`src/rtl/seq_gen_pkg.sv`:
```
// seq_gen_pkg: shared types and defaults for the serial pattern generator.
//   state_e  - generator FSM states (idle, send, guard, done)
//   Def*     - default pattern, widths and guard length
//   send_len - cycles spent in SEND for a given repetition count; ovl_len is
//              the number of bits shared between repetitions (0 = no overlap)
package seq_gen_pkg;

  typedef enum logic [1:0] {StIdle, StSend, StGuard, StDone} state_e;

  localparam int unsigned DefPatW              = 4;
  localparam logic [DefPatW-1:0] DefPattern    = 4'b1011;
  localparam int unsigned DefOvlLen            = 1;
  localparam int unsigned DefRepW              = 4;
  localparam int unsigned DefGuardLen          = 2;

  function automatic int unsigned send_len(input int unsigned rep, input int unsigned pat_w,
                                           input int unsigned ovl_len);
    if (rep == 0) return 0;
    return pat_w + (rep - 1) * (pat_w - ovl_len);
  endfunction

endpackage

```
`src/rtl/seq_gen_bitidx.sv`:
```
// seq_gen_bitidx: bit-index / repetition down-counter pair for seq_1011_gen.
// Configuration macro: SEQ_GEN_OVERLAP_EN (when defined, later repetitions
// reuse the last OVL_LEN bits of the previous one).
// Ports:
//   clk_i   - clock, rising edge
//   res_i   - synchronous active-high reset, clears idx and rem
//   load_i  - accept a new frame: rem <= rep_i, idx <= PAT_W-1
//   step_i  - advance one bit (high while the FSM is in SEND)
//   rep_i   - repetition count to latch on load_i
//   idx_o   - current pattern bit index
//   last_o  - current bit is the final bit of the final repetition
module seq_gen_bitidx
  import seq_gen_pkg::*;
#(
  parameter int unsigned PAT_W   = DefPatW,
  parameter int unsigned OVL_LEN = DefOvlLen,
  parameter int unsigned REP_W   = DefRepW
) (
  input  logic                     clk_i,
  input  logic                     res_i,
  input  logic                     load_i,
  input  logic                     step_i,
  input  logic [REP_W-1:0]         rep_i,
  output logic [$clog2(PAT_W)-1:0] idx_o,
  output logic                     last_o
);

  localparam int unsigned IdxW = $clog2(PAT_W);

`ifdef SEQ_GEN_OVERLAP_EN
  localparam int unsigned EffOvl = OVL_LEN;
`else
  // Without overlap every repetition is sent in full; OVL_LEN has no effect.
  localparam int unsigned EffOvl = 0 * OVL_LEN;
`endif

  localparam logic [IdxW-1:0] FirstIdx  = IdxW'(PAT_W - 1);
  localparam logic [IdxW-1:0] ReloadIdx = IdxW'(PAT_W - 1 - EffOvl);

  logic [IdxW-1:0]  idx_q, idx_d;
  logic [REP_W-1:0] rem_q, rem_d;

  always_ff @(posedge clk_i) begin
    if (res_i) begin
      idx_q <= '0;
      rem_q <= '0;
    end else begin
      idx_q <= idx_d;
      rem_q <= rem_d;
    end
  end

  always_comb begin
    idx_d = idx_q;
    rem_d = rem_q;
    if (load_i) begin
      rem_d = rep_i;
      idx_d = FirstIdx;
    end else if (step_i) begin
      if (idx_q != '0) begin
        idx_d = idx_q - IdxW'(1);
      end else if (rem_q > REP_W'(1)) begin
        rem_d = rem_q - REP_W'(1);
        idx_d = ReloadIdx;
      end else begin
        rem_d = '0;
      end
    end
  end

  assign idx_o  = idx_q;
  assign last_o = (idx_q == '0) && (rem_q == REP_W'(1));

`ifndef SYNTHESIS
  // Frame-length cross-check: SEND must last exactly send_len() cycles.
  logic [REP_W-1:0] chk_rep_q;
  int unsigned      chk_cnt_q;

  always_ff @(posedge clk_i) begin
    if (res_i) begin
      chk_rep_q <= '0;
      chk_cnt_q <= 0;
    end else if (load_i) begin
      chk_rep_q <= rep_i;
      chk_cnt_q <= 0;
    end else if (step_i) begin
      chk_cnt_q <= chk_cnt_q + 1;
      if (last_o) begin
        assert (chk_cnt_q + 1 == send_len(32'(chk_rep_q), PAT_W, EffOvl));
      end
    end
  end
`endif

endmodule

```
`src/rtl/seq_1011_gen.sv`:
```
// seq_1011_gen: serial pattern generator feeding the Moore 1011 detector.
// On an accepted start it sends PATTERN (MSB first) rep times on `a`, then
// GUARD_LEN zero bits, then pulses `done` for one cycle.
// Configuration macro: SEQ_GEN_OVERLAP_EN (handled in seq_gen_bitidx).
// Ports:
//   clk   - clock, rising edge
//   res   - synchronous active-high reset; abandons any frame, no done
//   start - request pulse, sampled only in IDLE
//   rep   - repetition count, latched with an accepted start (0 = ignored)
//   a     - serial data bit
//   valid - a carries a pattern bit
//   busy  - high in SEND and GUARD
//   done  - one-cycle pulse after GUARD
module seq_1011_gen
  import seq_gen_pkg::*;
#(
  parameter int unsigned      PAT_W     = DefPatW,
  parameter logic [PAT_W-1:0] PATTERN   = DefPattern,
  parameter int unsigned      OVL_LEN   = DefOvlLen,
  parameter int unsigned      REP_W     = DefRepW,
  parameter int unsigned      GUARD_LEN = DefGuardLen
) (
  input  logic             clk,
  input  logic             res,
  input  logic             start,
  input  logic [REP_W-1:0] rep,
  output logic             a,
  output logic             valid,
  output logic             busy,
  output logic             done
);

  localparam int unsigned IdxW  = $clog2(PAT_W);
  localparam int unsigned GcntW = $clog2(GUARD_LEN + 1);

  state_e             state_q, state_d;
  logic [GcntW-1:0]   gcnt_q, gcnt_d;
  logic [IdxW-1:0]    idx;
  logic               last;
  logic               accept;
  logic               in_send;

  assign accept  = (state_q == StIdle) && start && (rep != '0);
  assign in_send = (state_q == StSend);

  seq_gen_bitidx #(
    .PAT_W  (PAT_W),
    .OVL_LEN(OVL_LEN),
    .REP_W  (REP_W)
  ) u_bitidx (
    .clk_i (clk),
    .res_i (res),
    .load_i(accept),
    .step_i(in_send),
    .rep_i (rep),
    .idx_o (idx),
    .last_o(last)
  );

  // State register
  always_ff @(posedge clk) begin
    if (res) begin
      state_q <= StIdle;
      gcnt_q  <= '0;
    end else begin
      state_q <= state_d;
      gcnt_q  <= gcnt_d;
    end
  end

  // Next-state
  always_comb begin
    state_d = state_q;
    gcnt_d  = gcnt_q;
    unique case (state_q)
      StIdle: begin
        if (accept) state_d = StSend;
      end
      StSend: begin
        if (last) begin
          state_d = StGuard;
          gcnt_d  = GcntW'(GUARD_LEN - 1);
        end
      end
      StGuard: begin
        if (gcnt_q == '0) begin
          state_d = StDone;
        end else begin
          gcnt_d = gcnt_q - GcntW'(1);
        end
      end
      StDone: begin
        state_d = StIdle;
      end
      default: state_d = StIdle;
    endcase
  end

  // Output decode from registered state only
  always_comb begin
    a     = 1'b0;
    valid = 1'b0;
    busy  = 1'b0;
    done  = 1'b0;
    unique case (state_q)
      StIdle: ;
      StSend: begin
        a     = PATTERN[idx];
        valid = 1'b1;
        busy  = 1'b1;
      end
      StGuard: busy = 1'b1;
      StDone:  done = 1'b1;
      default: ;
    endcase
  end

endmodule
```
`config.mk`:
```
export PLATFORM = sky130hd
export DESIGN_NAME = seq_1011_gen
export DESIGN_NICKNAME = d
export VERILOG_FILES = /design/src/rtl/seq_gen_pkg.sv /design/src/rtl/seq_gen_bitidx.sv /design/src/rtl/seq_1011_gen.sv
export SDC_FILE = /design/constraint.sdc
export NUM_CORES = 1
export LEC_CHECK = 0
export CAP_MARGIN = 5
export CORE_AREA = 2 2 39 41
export CTS_BUF_LIST = sky130_fd_sc_hd__clkbuf_8
export CTS_CLUSTER_DIAMETER = 200
export DETAILED_ROUTE_END_ITERATION = 10
export DIE_AREA = 0 0 41 43
export GPL_ROUTABILITY_DRIVEN = 0
export PLACE_DENSITY = 0.81
export SKIP_LAST_GASP = 1
export SLEW_MARGIN = 10
export SYNTH_ARGS = -nofsm -noshare
export SYNTH_HDL_FRONTEND = slang
export SYNTH_HIERARCHICAL = 1
export SYNTH_SLANG_ARGS = --single-unit
```
`constraint.sdc`:
```
create_clock -name clk -period 5 [get_ports clk]
set_input_delay 0.5 -clock clk [delete_from_list [all_inputs] [get_ports clk]]
set_output_delay 0.5 -clock clk [all_outputs]
set_load 0.01 [all_outputs]
```
==> key figures <==
Die
  – Ports: 11
  – Die area: 1760 sq um
  – Die width: 41 microns
  – Vert. Die Dim: 43 microns
  – Initial core utilization: 53.3%
  – Core box area: 1380 sq um
  – Row count: 14

Final layout
  – Final core utilization: 65.7%
  – Syn-to-layout area delta: 23.2%
  – NumNets Final: 114
  – Ant diodes: 0
  – Commonest non-fill, non-tap cell in the layout: inv_1
  – Share of layout cells above drive strength 1: 12.2%
  – Most frequent cells in the layout: inv_1 (14), dfxtp_1 (10), clkdlybuf4s50_1 (10), nor2_1 (9), ha_1 (8)

STA
  – Worst slew margin: 69.0%
  – Slew @ Worst Pin: 0.463 ns
  – Layout Skew: 0.00115 ns
  – Final Hold Violating Endpoints: 0
  – Max Fclk: 436 MHz
  – Final setup viols: 0
  – Setup TNS: 0 ns
  – Fin crit share: 45.8%
  – Final Max Tran Viols: 0
  – RSZ-0062 raised after global routing: false
  – Final min period: 2.29 ns

Placed design
  – PortBufs: 10
  – DPL Wire Length: 1.13 mm

Clock network
  – Root buffer cell: clkbuf_8
  – CTS tree: yes
  – Sink Count: 10
  – CTS Buf Count: 3
  – Clock Latency Late Sink: 0.24 ns
  – Post-CTS Setup Bufs: 0
  – H-tree depth: 1
  – Clk buf depth: 2
  – Hold-fix buffers, CTS: 0
  – Cts repair resizes: 0
  – Clock slew at reported path FFs: 0.05 ns

Synthesis
  – Mapped Cells: 85
  – #FFs+latches synth: 10
  – Mapped Area: 738 sq um
  – Synth Area per Inst: 8.68 sq um
  – Yosys cell types: 35
  – Share of the yosys chip area belonging to registers: 27.1%
  – Ys Warns: 6
  – Synthesized net count: 100

Pwr
  – Pwr per Cell Area: 619 nW/um^2
  – Net Sw Power: 229 uW
  – Max IR drop VDD: 0.000299 V
  – Comb power frac: 56.3%
  – P_leak: 0.000358 uW
  – Int Pwr: 335 uW
  – Clock group share of total power: 18.6%
  – Reg power frac: 25.1%
  – Net switching share of the total power: 40.6%

Global routing
  – First-pass GRT wire length: 2.47 mm
  – GR Overflow Total: 0
  – GR Util All Layers: 20.8%
  – Largest net degree at the start of global routing: 12
  – Vias in the first global route: 586
  – Antenna violations before repair: 0

Job
  – Max-cap violation count: 0

Setup path
  – CP Capture Type: output port
  – Crit path DAT: 1.79 ns
  – CP Class: register to output port
  – CP Data Required Time: 4.50 ns
  – Critical path fanouts, max: 11
  – Startpoint types: register
  – R2r worst-path depth: 8

Route
  – Via density: 5.76
  – DRC: 0
  – Detail Route Antenna Nets: 0
  – Via count: 657
  – Drt first pass iters: 4
  – Initial DRC count: 5
  – Drt total wl: 1.47 mm
  – Wirelength per Cell: 12.9 microns

Min path
  – Min-delay worst type: register to register
  – Worst hold stages: 2

Outcome
  – Status: completed
## path summary, 6_finish.rpt
path,to,slack [ns],startpoint
max,a,2.71,state_q[1]$_SDFFE_PP0P_
min,u_bitidx/idx_o[1]$_SDFFE_PP0P_,0.51,u_bitidx/idx_o[1]$_SDFFE_PP0P_
max reg2reg,state_q[1]$_SDFFE_PP0P_,2.89,u_bitidx/idx_o[0]$_SDFFE_PP0P_
min reg2reg,u_bitidx/idx_o[1]$_SDFFE_PP0P_,0.51,u_bitidx/idx_o[1]$_SDFFE_PP0P_
## flip-flops by register name, indices dropped and copies added, names as in the netlist
signal	cells
u_bitidx/rem_q	4
gcnt_q	2
state_q	2
u_bitidx/idx_o	2
## cell usage after synthesis
library cell	instances	area (sq um)
inv_1	14	52.6
dfxtp_1	10	200
nor2_1	9	33.8
ha_1	8	100
nand2_1	4	15.0
nor3_1	4	20.0
o311ai_0	3	26.3
a21oi_1	2	10.0
a221oi_1	2	17.5
a311oi_1	2	17.5
nor2b_1	2	12.5
o21ai_0	2	10.0
a2111oi_4	1	27.5
a21boi_0	1	7.51
a221oi_2	1	15.0
a22oi_1	1	7.51
a31oi_1	1	6.26
and2_1	1	6.26
and3_1	1	6.26
and3b_1	1	8.76
clkbuf_1	1	3.75
mux2_4	1	15.0
mux2i_1	1	10.0
nand3_1	1	5.00
nor2_2	1	6.26
nor2b_4	1	13.8
nor4_2	1	12.5
o2111a_1	1	11.3
o2111ai_1	1	8.76
o21bai_1	1	7.51
o31ai_1	1	7.51
or3b_2	1	8.76
or3b_4	1	11.3
or4_1	1	7.51
xnor2_1	1	8.76
## per-stage QoR
step | setup WS, ns | hold slack (ns) | std cells | cell area, sq um | total power (uW)
5_1_grt | 2.54 | 0.543 | 114 | 910 | 609
3_5_place_dp | 2.59 | 0.496 | 110 | 855 | 457
4_1_cts | 2.69 | 0.503 | 114 | 910 | 566
2_1_floorplan | 3.10 | 0.458 | 85 | 738 | 378
6_report | 2.71 | 0.507 | 114 | 910 | 563
3_3_place_gp | 2.66 | 0.482 | 110 | 855 | 447
## critical path, stage by stage (launching register included)
cell             delay (ns)
dfxtp_1                0.33
inv_1                  0.09
ha_1                   0.37
a21boi_0               0.21
clkdlybuf4s50_1        0.55
## final cells by class
type | count | area [sq um]
multi-input cells | 60 | 482
flip-flops and latches | 10 | 200
fillers | 130 | 474
repair buffers | 10 | 100
inverters | 14 | 52.6
clock buffers | 4 | 55.1
well taps | 16 | 20.0
## power groups by stage
stage	clock network, uW	registers, uW	logic (uW)
6_report	105	142	317
5_1_grt	109	147	353
4_1_cts	105	142	319
3_5_place_dp	0	143	315
3_3_place_gp	0	142	305
2_1_floorplan	0	135	243
## cell families (layout without fill, tap and decap cells)
logic type                 Yosys count  count (layout)  synth area share (%)
muxes                                2               2                  3.39
adders and majority gates            8               8                  13.6
DFF                                 10              10                  27.1
and+or+nand+nor                     29              29                  22.7
AOI/OAI and AO/OA                   20              20                  24.4
buffers and inverters               15              28                  7.63
xor gates and xnor gates             1               1                  1.19
## layer usage
metal	part of all wire, %	vias up	routed length [microns]	global-route usage [%]
li1	-	333	-	-
met1	45	310	668	25.7
met2	49	9	724	31.3
met3	3.4	5	50	6.28
met4	1.9	0	28	10.0
met5	0	-	0	0
No activity file was read; power rests on OpenSTA's default activity.
